===== config.mk =====
export PLATFORM = sky130hd
export DESIGN_NAME = fm_hop_scheduler
export DESIGN_NICKNAME = d
export VERILOG_FILES = /design/src/rtl/fm_pkg.sv /design/src/rtl/fm_profile_ram.sv /design/src/rtl/fm_hop_scheduler.sv
export SDC_FILE = /design/constraint.sdc
export NUM_CORES = 1
export LEC_CHECK = 0
export CORE_MARGIN = 2
export CORE_UTILIZATION = 40
export CTS_CLUSTER_SIZE = 10
export DETAILED_ROUTE_END_ITERATION = 8
export PLACE_DENSITY = 0.69
export RECOVER_POWER = 50
export SYNTH_ARGS = -nofsm -noshare
export SYNTH_HDL_FRONTEND = slang
export SYNTH_HIERARCHICAL = 1
export SYNTH_SLANG_ARGS = --single-unit

===== constraint.sdc =====
create_clock -name clk -period 3.2 [get_ports clk]
set_clock_uncertainty 0.15 [all_clocks]
set_input_delay 0.48 -clock clk [delete_from_list [all_inputs] [get_ports clk]]
set_output_delay 0.48 -clock clk [all_outputs]
set_load 0.05 [all_outputs]

===== src/rtl/fm_pkg.sv =====
// Shared types for the FM hop scheduler: profile record layout and sequencer states.
package fm_pkg;

    localparam int unsigned CTR_W    = 32;
    localparam int unsigned DEV_W    = 8;
    localparam int unsigned DWELL_W  = 16;
    localparam int unsigned SETTLE_W = 8;

    typedef struct packed {
        logic [CTR_W-1:0]   ctr;
        logic [DEV_W-1:0]   dev;
        logic [DWELL_W-1:0] dwell;
    } fm_prof_t;

    typedef enum logic [1:0] {
        IDLE,
        LOAD,
        DWELL
    } fm_state_t;

endpackage


===== src/rtl/fm_profile_ram.sv =====
// Profile table: one write port, one registered read port, no reset.
// A same-cycle write to the read address is forwarded so the write is visible on the next read.
module fm_profile_ram
    import fm_pkg::*;
#(
    parameter int unsigned DEPTH = 8,
    parameter int unsigned AW    = $clog2(DEPTH)
) (
    input  logic          clk,
    input  logic          we,
    input  logic [AW-1:0] waddr,
    input  fm_prof_t      wdata,
    input  logic [AW-1:0] raddr,
    output fm_prof_t      rdata
);

    fm_prof_t mem [DEPTH];

    always_ff @(posedge clk) begin
        if (we) begin
            mem[waddr] <= wdata;
        end
        if (we && (waddr == raddr)) begin
            rdata <= wdata;
        end else begin
            rdata <= mem[raddr];
        end
    end

endmodule


===== src/rtl/fm_hop_scheduler.sv =====
// Steps through the programmed profile table, driving the modulator's center word and
// deviation, and holds the message gated off for a settle window after every retune.
module fm_hop_scheduler
    import fm_pkg::*;
#(
    parameter int unsigned DEPTH  = 8,
    parameter int unsigned AW     = $clog2(DEPTH),
    parameter int unsigned SETTLE = 4
) (
    input  logic               clk,
    input  logic               rst,
    input  logic               cfg_we,
    input  logic [AW-1:0]      cfg_addr,
    input  logic [CTR_W-1:0]   cfg_ctr,
    input  logic [DEV_W-1:0]   cfg_dev,
    input  logic [DWELL_W-1:0] cfg_dwell,
    input  logic [AW:0]        num_prof,
    input  logic               loop,
    input  logic               start,
    input  logic               stop,
    output logic [CTR_W-1:0]   ctr_ctrl,
    output logic [DEV_W-1:0]   deviation,
    output logic               msg_en,
    output logic               hop,
    output logic [AW-1:0]      prof_idx,
    output logic               busy,
    output logic               done
);

    localparam logic [AW:0] DEPTH_N = (AW+1)'(DEPTH);

    fm_state_t             state_q, state_n;
    logic [AW-1:0]         idx_q, idx_n;
    logic [AW-1:0]         last_q, last_n;
    logic                  loop_q, loop_n;
    logic [DWELL_W-1:0]    dwell_cnt_q, dwell_cnt_n;
    logic [SETTLE_W-1:0]   settle_cnt_q, settle_cnt_n;
    logic [CTR_W-1:0]      ctr_n;
    logic [DEV_W-1:0]      dev_n;
    logic                  msg_en_n, hop_n, done_n;
    logic [AW-1:0]         prof_idx_n;
    logic [AW:0]           n_clamped;
    fm_prof_t              wr_prof, rd_prof;

    assign wr_prof = '{ctr: cfg_ctr, dev: cfg_dev, dwell: cfg_dwell};

    // Read address follows the next index so the entry is already registered during LOAD.
    fm_profile_ram #(
        .DEPTH (DEPTH),
        .AW    (AW)
    ) u_ram (
        .clk   (clk),
        .we    (cfg_we),
        .waddr (cfg_addr),
        .wdata (wr_prof),
        .raddr (idx_n),
        .rdata (rd_prof)
    );

    always_comb begin
        if (num_prof == '0) begin
            n_clamped = (AW+1)'(1);
        end else if (num_prof > DEPTH_N) begin
            n_clamped = DEPTH_N;
        end else begin
            n_clamped = num_prof;
        end
    end

    // Next-state and next-output logic.
    always_comb begin
        state_n      = state_q;
        idx_n        = idx_q;
        last_n       = last_q;
        loop_n       = loop_q;
        dwell_cnt_n  = dwell_cnt_q;
        settle_cnt_n = settle_cnt_q;
        ctr_n        = ctr_ctrl;
        dev_n        = deviation;
        msg_en_n     = msg_en;
        prof_idx_n   = prof_idx;
        hop_n        = 1'b0;
        done_n       = 1'b0;

        if (stop) begin
            state_n  = IDLE;
            msg_en_n = 1'b0;
        end else begin
            case (state_q)
                IDLE: begin
                    if (start) begin
                        idx_n   = '0;
                        last_n  = AW'(n_clamped - (AW+1)'(1));
                        loop_n  = loop;
                        state_n = LOAD;
                    end
                end
                LOAD: begin
                    ctr_n        = rd_prof.ctr;
                    dev_n        = rd_prof.dev;
                    hop_n        = 1'b1;
                    prof_idx_n   = idx_q;
                    dwell_cnt_n  = (rd_prof.dwell == '0) ? '0 : rd_prof.dwell - DWELL_W'(1);
                    settle_cnt_n = SETTLE_W'(SETTLE);
                    msg_en_n     = (SETTLE == 0);
                    state_n      = DWELL;
                end
                DWELL: begin
                    if (settle_cnt_q != '0) begin
                        settle_cnt_n = settle_cnt_q - SETTLE_W'(1);
                    end
                    if (dwell_cnt_q == '0) begin
                        msg_en_n = 1'b0;
                        if (idx_q != last_q) begin
                            idx_n   = AW'(idx_q + AW'(1));
                            state_n = LOAD;
                        end else if (loop_q) begin
                            idx_n   = '0;
                            state_n = LOAD;
                        end else begin
                            done_n  = 1'b1;
                            state_n = IDLE;
                        end
                    end else begin
                        dwell_cnt_n = dwell_cnt_q - DWELL_W'(1);
                        msg_en_n    = (settle_cnt_q <= SETTLE_W'(1));
                    end
                end
                default: state_n = IDLE;
            endcase
        end
    end

    always_ff @(posedge clk or negedge rst) begin
        if (!rst) begin
            state_q      <= IDLE;
            idx_q        <= '0;
            last_q       <= '0;
            loop_q       <= 1'b0;
            dwell_cnt_q  <= '0;
            settle_cnt_q <= '0;
            ctr_ctrl     <= '0;
            deviation    <= '0;
            msg_en       <= 1'b0;
            hop          <= 1'b0;
            prof_idx     <= '0;
            busy         <= 1'b0;
            done         <= 1'b0;
        end else begin
            state_q      <= state_n;
            idx_q        <= idx_n;
            last_q       <= last_n;
            loop_q       <= loop_n;
            dwell_cnt_q  <= dwell_cnt_n;
            settle_cnt_q <= settle_cnt_n;
            ctr_ctrl     <= ctr_n;
            deviation    <= dev_n;
            msg_en       <= msg_en_n;
            hop          <= hop_n;
            prof_idx     <= prof_idx_n;
            busy         <= (state_n != IDLE);
            done         <= done_n;
        end
    end

endmodule


==> results.py, run 1 <==
metrics = {
    "synthesis": {
        "yosys_warnings": 6,
        "yosysMostFrequentCell": "edfxtp_1",
        "synth_top_family_by_area": "multiplexers",
        "synth_nets": 1180,
        "synth_compound_area_frac": 0.0221,
        "syn_area_sq_um": 20900,
        "muxShareOfSynthArea": 0.153,
        "synthCells": 1103,
        "ys.flop_type": "edfxtp_1",
        "async_flop_share": 0.151,
        "yosys.cell_types.count": 60,
        "synth.top_cell.area_share": 0.643,
        "synthTopCellsByArea": "edfxtp_1 64%, mux4_2 12%, dfrtp_1 9.6%",
        "synthTopCellsByCount": "448 x edfxtp_1, 146 x nand2_1, 112 x mux4_2",
        "ys_seq_area_frac": 0.742,
        "synth_top_cell_by_area": "edfxtp_1",
        "avgSynthCellArea_sq_um": 19.0,
        "synth_simple_gate_area_frac": 0.0531,
        "synth_xor_area_frac": 0.0101,
        "synth_seq_cells": 531,
        "synthAdderAreaFrac": 0.00479,
        "synth_edf_count": 448,
    },
    "worst_hold_path": {
        "worstHoldPathCells": 2,
        "hold_end": "ctr_ctrl[5]",
        "worstHoldPathType": "reg -> reg",
        "min_from": "ctr_ctrl[5]",
    },
    "routing": {
        "dr_total_vias": 10500,
        "routed.top_layer": "met5",
        "wl_per_cell_um": 21.8,
        "ant_nets": 0,
        "dr_wl_met3_um": 2390,
        "drt_wl_total_um": 43700,
        "vias_per_cell": 5.26,
        "wl_met2_um": 21600,
        "drt-met1-wl_um": 18700,
        "post-route-drc-count": 0,
        "drt_pass1_iterations": 5,
        "drt-initial-drc-count": 672,
    },
    "cts": {
        "h-tree-depth": 2,
        "cts-buffers-inserted": 60,
        "clk_latency_ns": 0.64,
        "clkTransAtPathRegs_ns": 0.05,
        "clock-sinks": 531,
        "cts_setup_buffers": 0,
        "clockRootBuffer": "clkbuf_16",
        "cts_tree": "yes",
        "cts_buffer_depth": 3,
    },
    "finish": {
        "nNetsFinal": 1347,
        "drive_above_1_share": 0.227,
        "area_growth_pct": 19.2,
        "multi_input_area_sq_um": 5140,
        "final_cell_area_sq_um": 24900,
        "nFillCells": 4304,
        "register_area_sq_um": 15500,
    },
    "run_status": {
        "violations": "max-capacitance violations, max-slew violations",
        "status": "finished with violations",
    },
    "global_route": {
        "grt_pass1_vias": 11200,
        "grt_pass1_wl_um": 67500,
        "antenna_found_initial": 14,
        "grt_usage": 0.166,
        "gr-total-overflow": 0,
        "grt_max_degree": 60,
    },
    "floorplan": {
        "num_rows": 83,
        "start_util": 0.406,
        "die_x_um": 233,
        "io_pins": 116,
        "die_height_um": 233,
        "core_area_sq_um": 51500,
        "design.die.area_sq_um": 54100,
    },
    "timing": {
        "min_period_ns": 2.94,
        "relSlewSlack": -0.329,
        "fmax_mhz": 341,
        "holdWs_ns": 0.321,
        "finalHoldViolCount": 0,
        "setup_viol": 0,
        "worst_pin_slew_ns": 1.99,
        "slew_violations": 174,
        "rsz0062_at_grt": "no",
        "post-route-period-util": 0.917,
    },
    "placement": {
        "port_buffers": 115,
        "place_congestion": 0.809,
        "hpwl_um": 23700,
        "postPlaceCellArea_sq_um": 23200,
    },
    "critical_path": {
        "path_max_fanout": 56,
        "start_kind": "input port",
        "timing.rr.end": "dwell_cnt_q[6]",
        "endpoint_kind": "flip-flop",
        "r2r_cells": 8,
        "r2r_setup_slack_ns": 0.27,
        "required_ns": 3.24,
        "critPathKind": "in -> reg",
        "cp.arrival_ns": 2.97,
    },
    "power": {
        "pwr-share-comb": 0.104,
        "power.internal_mw": 12.2,
        "peakVddDrop_v": 0.000531,
        "clock_power_share": 0.388,
        "p_per_area_nw_per_um2": 651,
        "sequentialPowerShare": 0.508,
        "power_switching_share": 0.246,
        "leakagePower_nw": 8.25,
        "p_switching_mw": 3.99,
    },
    "run": {
        "maxCapViolations": 3,
    },
}
[kinds of logic (layout without fill, tap and decap cells)]
group	Yosys count	in the layout
buf+inv	62	279
flops	531	531
simple gates	241	241
mux	172	172
xor+xnor	24	24
fa+ha+maj	8	8
other cells	0	3
compound gates	65	65
[final cells by class]
class                      count  area share
sequential                   531       0.623
clock buffer                 107      0.0681
tap                          680      0.0341
antenna                        3    0.000301
timing repair buffer         153      0.0616
multi-input combinational    510       0.206
clock inverter                 5     0.00432
inverter                      14     0.00211
[power groups by stage]
| stage | combinational [mW] | clock [mW] | sequential (mW) |
|---|---|---|---|
| floorplan | 0.559 | 0 | 8.81 |
| global placement | 1.70 | 0 | 8.35 |
| detailed placement | 1.72 | 0 | 8.38 |
| CTS | 1.73 | 6.45 | 8.24 |
| global route | 1.83 | 6.71 | 8.29 |
| finish | 1.69 | 6.28 | 8.24 |
[metrics by stage]
step	util	power (mW)	TNS, ns	cells	worst slack (ns)
global placement	0.449	10.0	0	1887	0.324
detailed placement	0.449	10.1	0	1887	0.258
global route	0.484	16.8	0	2001	0.0728
CTS	0.485	16.4	0	2000	0.239
floorplan	-	9.37	-66.20	1103	-0.459
finish	0.484	16.2	0	2003	0.265
[flip-flops by register name, indices dropped and copies added, names as in the netlist, named ones only]
| signal | flops |
|---|---|
| deviation | 8 |
| ctr_ctrl | 32 |
| loop_q | 1 |
| state_q | 2 |
| settle_cnt_q | 8 |
| last_q | 3 |
| done | 1 |
| dwell_cnt_q | 16 |
| hop | 1 |
| idx_q | 3 |
| u_ram/mem | 448 |
| busy | 1 |
| msg_en | 1 |
| prof_idx | 3 |
[metal layers]
layer  vias to the layer above  track usage
met1                      5462        0.219
met4                        12       0.0476
li1                       4715            -
met3                        79       0.0339
met5                         -            0
met2                       262        0.279
[cell usage in the layout, fill, tap and decap left out, types with 9 or more instances in the layout]
| cell type | synthesis | layout |
|---|---|---|
| a21oi_1 | 11 | 11 |
| buf_12 | 0 | 9 |
| buf_4 | 0 | 24 |
| clkbuf_1 | 23 | 46 |
| clkbuf_16 | 0 | 60 |
| clkdlybuf4s50_1 | 0 | 55 |
| dfrtp_1 | 80 | 80 |
| dlygate4sd3_1 | 0 | 60 |
| edfxtp_1 | 448 | 448 |
| inv_1 | 12 | 12 |
| mux2_2 | 59 | 59 |
| mux4_2 | 112 | 112 |
| nand2_1 | 146 | 146 |
| nand2b_1 | 10 | 10 |
| nor2_1 | 28 | 23 |
| nor3_1 | 14 | 12 |
| o21ai_0 | 17 | 17 |
| xnor2_1 | 16 | 16 |
[worst max-delay path: stages]
cell and delay, ns:
dlygate4sd3_1 0.54, nand2b_1 0.29, nor3_4 0.16, clkbuf_2 1.45
[how the worst max path moves through the flow]
stage / start / cells past startpoint / end
after floorplan: cfg_addr[2] / 2 / u_ram/mem[1][0]
after global placement: flip-flop / 8 / dwell_cnt_q[3]
after detailed placement: flip-flop / 8 / dwell_cnt_q[6]
after CTS: flip-flop / 8 / dwell_cnt_q[6]
after global routing: flip-flop / 8 / dwell_cnt_q[6]
final: cfg_addr[2] / 4 / u_ram/mem[0][13]
[timing repair]
action	CTS	global route
hold buffers	1	0
gates resized for setup	0	0
hold endpoints to repair	58	0
No activity file was read; power rests on OpenSTA's default activity.
==> run 2: changes to the inputs <==
ABC_AREA = 1   (was unset)
PLACE_DENSITY = 0.67   (was 0.69)
RECOVER_POWER = 25   (was 50)
clock period = 3.07 ns   (was 3.2 ns; I/O delays follow)
==> run 2 against run 1 <==
  * The run ends with design-rule violations left
  * Wire length grew 27%
  * Sequential cell count is the same
  * Non-clock buffer count grew 7
  * Combinational power grew 83%
  * Die area grew 14%
  * Sequential share of layout area shrank 6.7 points
  * Critical endpoint is now dwell_cnt_q[3]
  * Largest cell class unchanged
==> results.py, run 2 <==
metrics = {
    "run_status": {
        "status": "finished with violations",
        "violations": "design-rule violations",
    },
    "timing": {
        "post-route-period-util": 0.886,
        "relSlewSlack": 0.426,
        "rsz0062_at_grt": "no",
        "finalHoldViolCount": 0,
        "setup_viol": 0,
        "slew_violations": 0,
        "fin_ws_ns": 0.349,
        "min_period_ns": 2.72,
        "fmax_mhz": 368,
        "worst_pin_slew_ns": 0.861,
        "fin_setup_tns_ns": 0,
    },
    "floorplan": {
        "die_x_um": 249,
        "design.die.area_sq_um": 61900,
        "num_rows": 89,
        "io_pins": 116,
        "die_height_um": 249,
        "core_area_sq_um": 59100,
        "start_util": 0.406,
    },
    "placement": {
        "place_congestion": 0.880,
        "dp_cells": 3396,
        "hpwl_um": 32200,
        "preCtsSetupSlack_ns": 0.404,
        "port_buffers": 115,
    },
    "routing": {
        "dr_total_vias": 16700,
        "ant_nets": 0,
        "drt_wl_total_um": 55500,
        "wl_per_cell_um": 15.8,
        "drt-initial-drc-count": 1162,
        "vias_per_cell": 4.76,
        "post-route-drc-count": 2,
        "drt_pass1_iterations": 7,
    },
    "global_route": {
        "grt_max_degree": 77,
        "met2_usage": 0.298,
        "grt_pass1_vias": 16600,
        "grt_usage": 0.179,
        "use_met3": 0.0380,
        "use_met1": 0.236,
        "gr-total-overflow": 0,
        "busiest_layer": "met2",
        "antenna_found_initial": 13,
        "grt_pass1_wl_um": 88100,
    },
    "cts": {
        "clockRootBuffer": "clkbuf_16",
        "h-tree-depth": 2,
        "clock-sinks": 531,
        "cts_tree": "yes",
        "clkTransAtPathRegs_ns": 0.06,
        "cts_buffer_depth": 3,
        "cts-buffers-inserted": 60,
        "clk_latency_ns": 0.63,
    },
    "worst_hold_path": {
        "worstHoldPathType": "in -> async",
    },
    "critical_path": {
        "path_max_fanout": 29,
        "cp_slowest_cell": "clkinv_2",
        "cp_cell_sequence": "clkinv_2 -> buf_12 -> nand3_1 -> nand2_1 -> nand2_1 -> nand2_1 -> nor2_1 -> nand2_1 -> nor2_1 -> nand2_1 -> nand2_2 -> nor2_1 -> o21ai_0 -> nand2_1",
        "crit_path_max_incr_delay_ns": 0.36,
        "cpMostUsedCell": "nand2_1",
        "cp.arrival_ns": 3.05,
        "required_ns": 3.40,
        "start_kind": "flip-flop",
        "endpoint_kind": "flip-flop",
        "critPathKind": "reg -> reg",
    },
    "synthesis": {
        "yosys.cell_types.count": 34,
        "synth.top_cell.area_share": 0.561,
        "yosys_warnings": 6,
        "synth_edf_count": 448,
        "synth_seq_cells": 531,
        "ys.flop_type": "edfxtp_1",
        "syn_area_sq_um": 24000,
        "synthTopCellsByArea": "edfxtp_1 56%, nand2_1 16%, dfrtp_1 8.3%",
        "async_flop_share": 0.151,
        "synth_nets": 2643,
        "ys_seq_area_frac": 0.647,
        "yosysMostFrequentCell": "nand2_1",
        "synthCells": 2566,
        "synth_top_cell_by_area": "edfxtp_1",
        "avgSynthCellArea_sq_um": 9.34,
        "synthTopCellsByCount": "1010 x nand2_1, 504 x inv_1, 448 x edfxtp_1",
    },
    "run": {
        "maxCapViolations": 0,
    },
    "power": {
        "power_mw": 18.2,
        "peakVddDrop_v": 0.000530,
        "leakagePower_nw": 12.7,
        "p_per_area_nw_per_um2": 652,
    },
    "finish": {
        "largest_register_ffs": 448,
        "regMostFlops": "u_ram/mem",
        "reg_top3": "u_ram/mem x448, ctr_ctrl x32, dwell_cnt_q x16",
        "final_cells": 3514,
        "layout_common_cells": "1010 x nand2_1, 503 x inv_1, 448 x edfxtp_1",
        "nNetsFinal": 2763,
        "drive_above_1_share": 0.0519,
        "area_growth_pct": 16.5,
        "final_common_cell": "nand2_1",
    },
}
run 2: changes by cell type after synthesis, moves of 14 or more:
cell	before	now
inv_1	12	504
buf_2	6	54
mux4_2	112	0
nand2_1	146	1010
nand3_1	8	265
nor2_1	28	67
nor3_1	14	0
mux2_2	59	0
run 2: kinds of logic after synthesis:
kind of cell	share of synthesized area
flip-flops	0.647
AO/OA/AOI/OAI	0.00804
AND/OR/NAND/NOR	0.231
XOR/XNOR	0.00438
adder cells (fa/ha/maj)	0.00417
buffers and inverters	0.105
run 2: worst max-delay path, delay by kind of cell, from the launching register on:
kind                   cells  cell delay (ns)
buffers and inverters      2             0.70
and+or+nand+nor           11             1.24
AOI/OAI and AO/OA          1             0.14
DFF                        1             0.35
run 2: path summary, 6_finish.rpt:
| kind | slack (ns) | cells past startpoint | end | start |
|---|---|---|---|---|
| setup reg to reg | 0.35 | 14 | dwell_cnt_q[3] | flip-flop |
| setup / recovery | 0.35 | 14 | dwell_cnt_q[3] | flip-flop |
| hold reg to reg | 0.32 | 2 | ctr_ctrl[18] | ctr_ctrl[18] |
| hold / removal | 0.24 | 2 | ctr_ctrl[24] | rst |
| min in group clk | 0.30 | 3 | loop_q | loop |
| max in group asynchronous | 1.86 | 3 | deviation[1] | rst |
run 2: repair_timing:
action	CTS	global route
buffers inserted	0	0
hold endpoints to repair	31	0
gates resized for setup	0	0
hold buffers	1	0
run 2: power by group:
part / internal (mW) / total (mW) / leakage (nW) / switching, mW
clock: 3.73 / 6.47 / 0.844 / 2.74
sequential: 8.35 / 8.64 / 5.12 / 0.290
combinational: 0.977 / 3.10 / 6.77 / 2.13
total: 13.1 / 18.2 / 12.7 / 5.15
run 2: final cells by class:
cell class | instances | area, sq um
Inverter | 509 | 1920
Clock inverter | 6 | 82.6
Timing Repair Buffer | 160 | 1710
Antenna cell | 3 | 7.51
Fill cell | 5327 | 31200
Tap cell | 773 | 967
Multi-Input combinational cell | 1424 | 6010
Clock buffer | 108 | 1700
Sequential cell | 531 | 15500
run 2: stage by stage:
step                      hold slack (ns)  instance area (sq um)  utilization
after global placement              0.309                  26100        0.442
final                               0.244                  27900        0.472
after global routing                0.266                  27900        0.472
after floorplan                    0.0149                  24000            -
after CTS                           0.233                  27900        0.472
after detailed placement            0.312                  26100        0.442
run 2: layer usage:
| layer | vias up | routed length (um) |
|---|---|---|
| li1 | 8220 | - |
| met3 | 107 | 3300 |
| met2 | 390 | 26600 |
| met5 | - | 87 |
| met4 | 14 | 1260 |
| met1 | 7989 | 24300 |
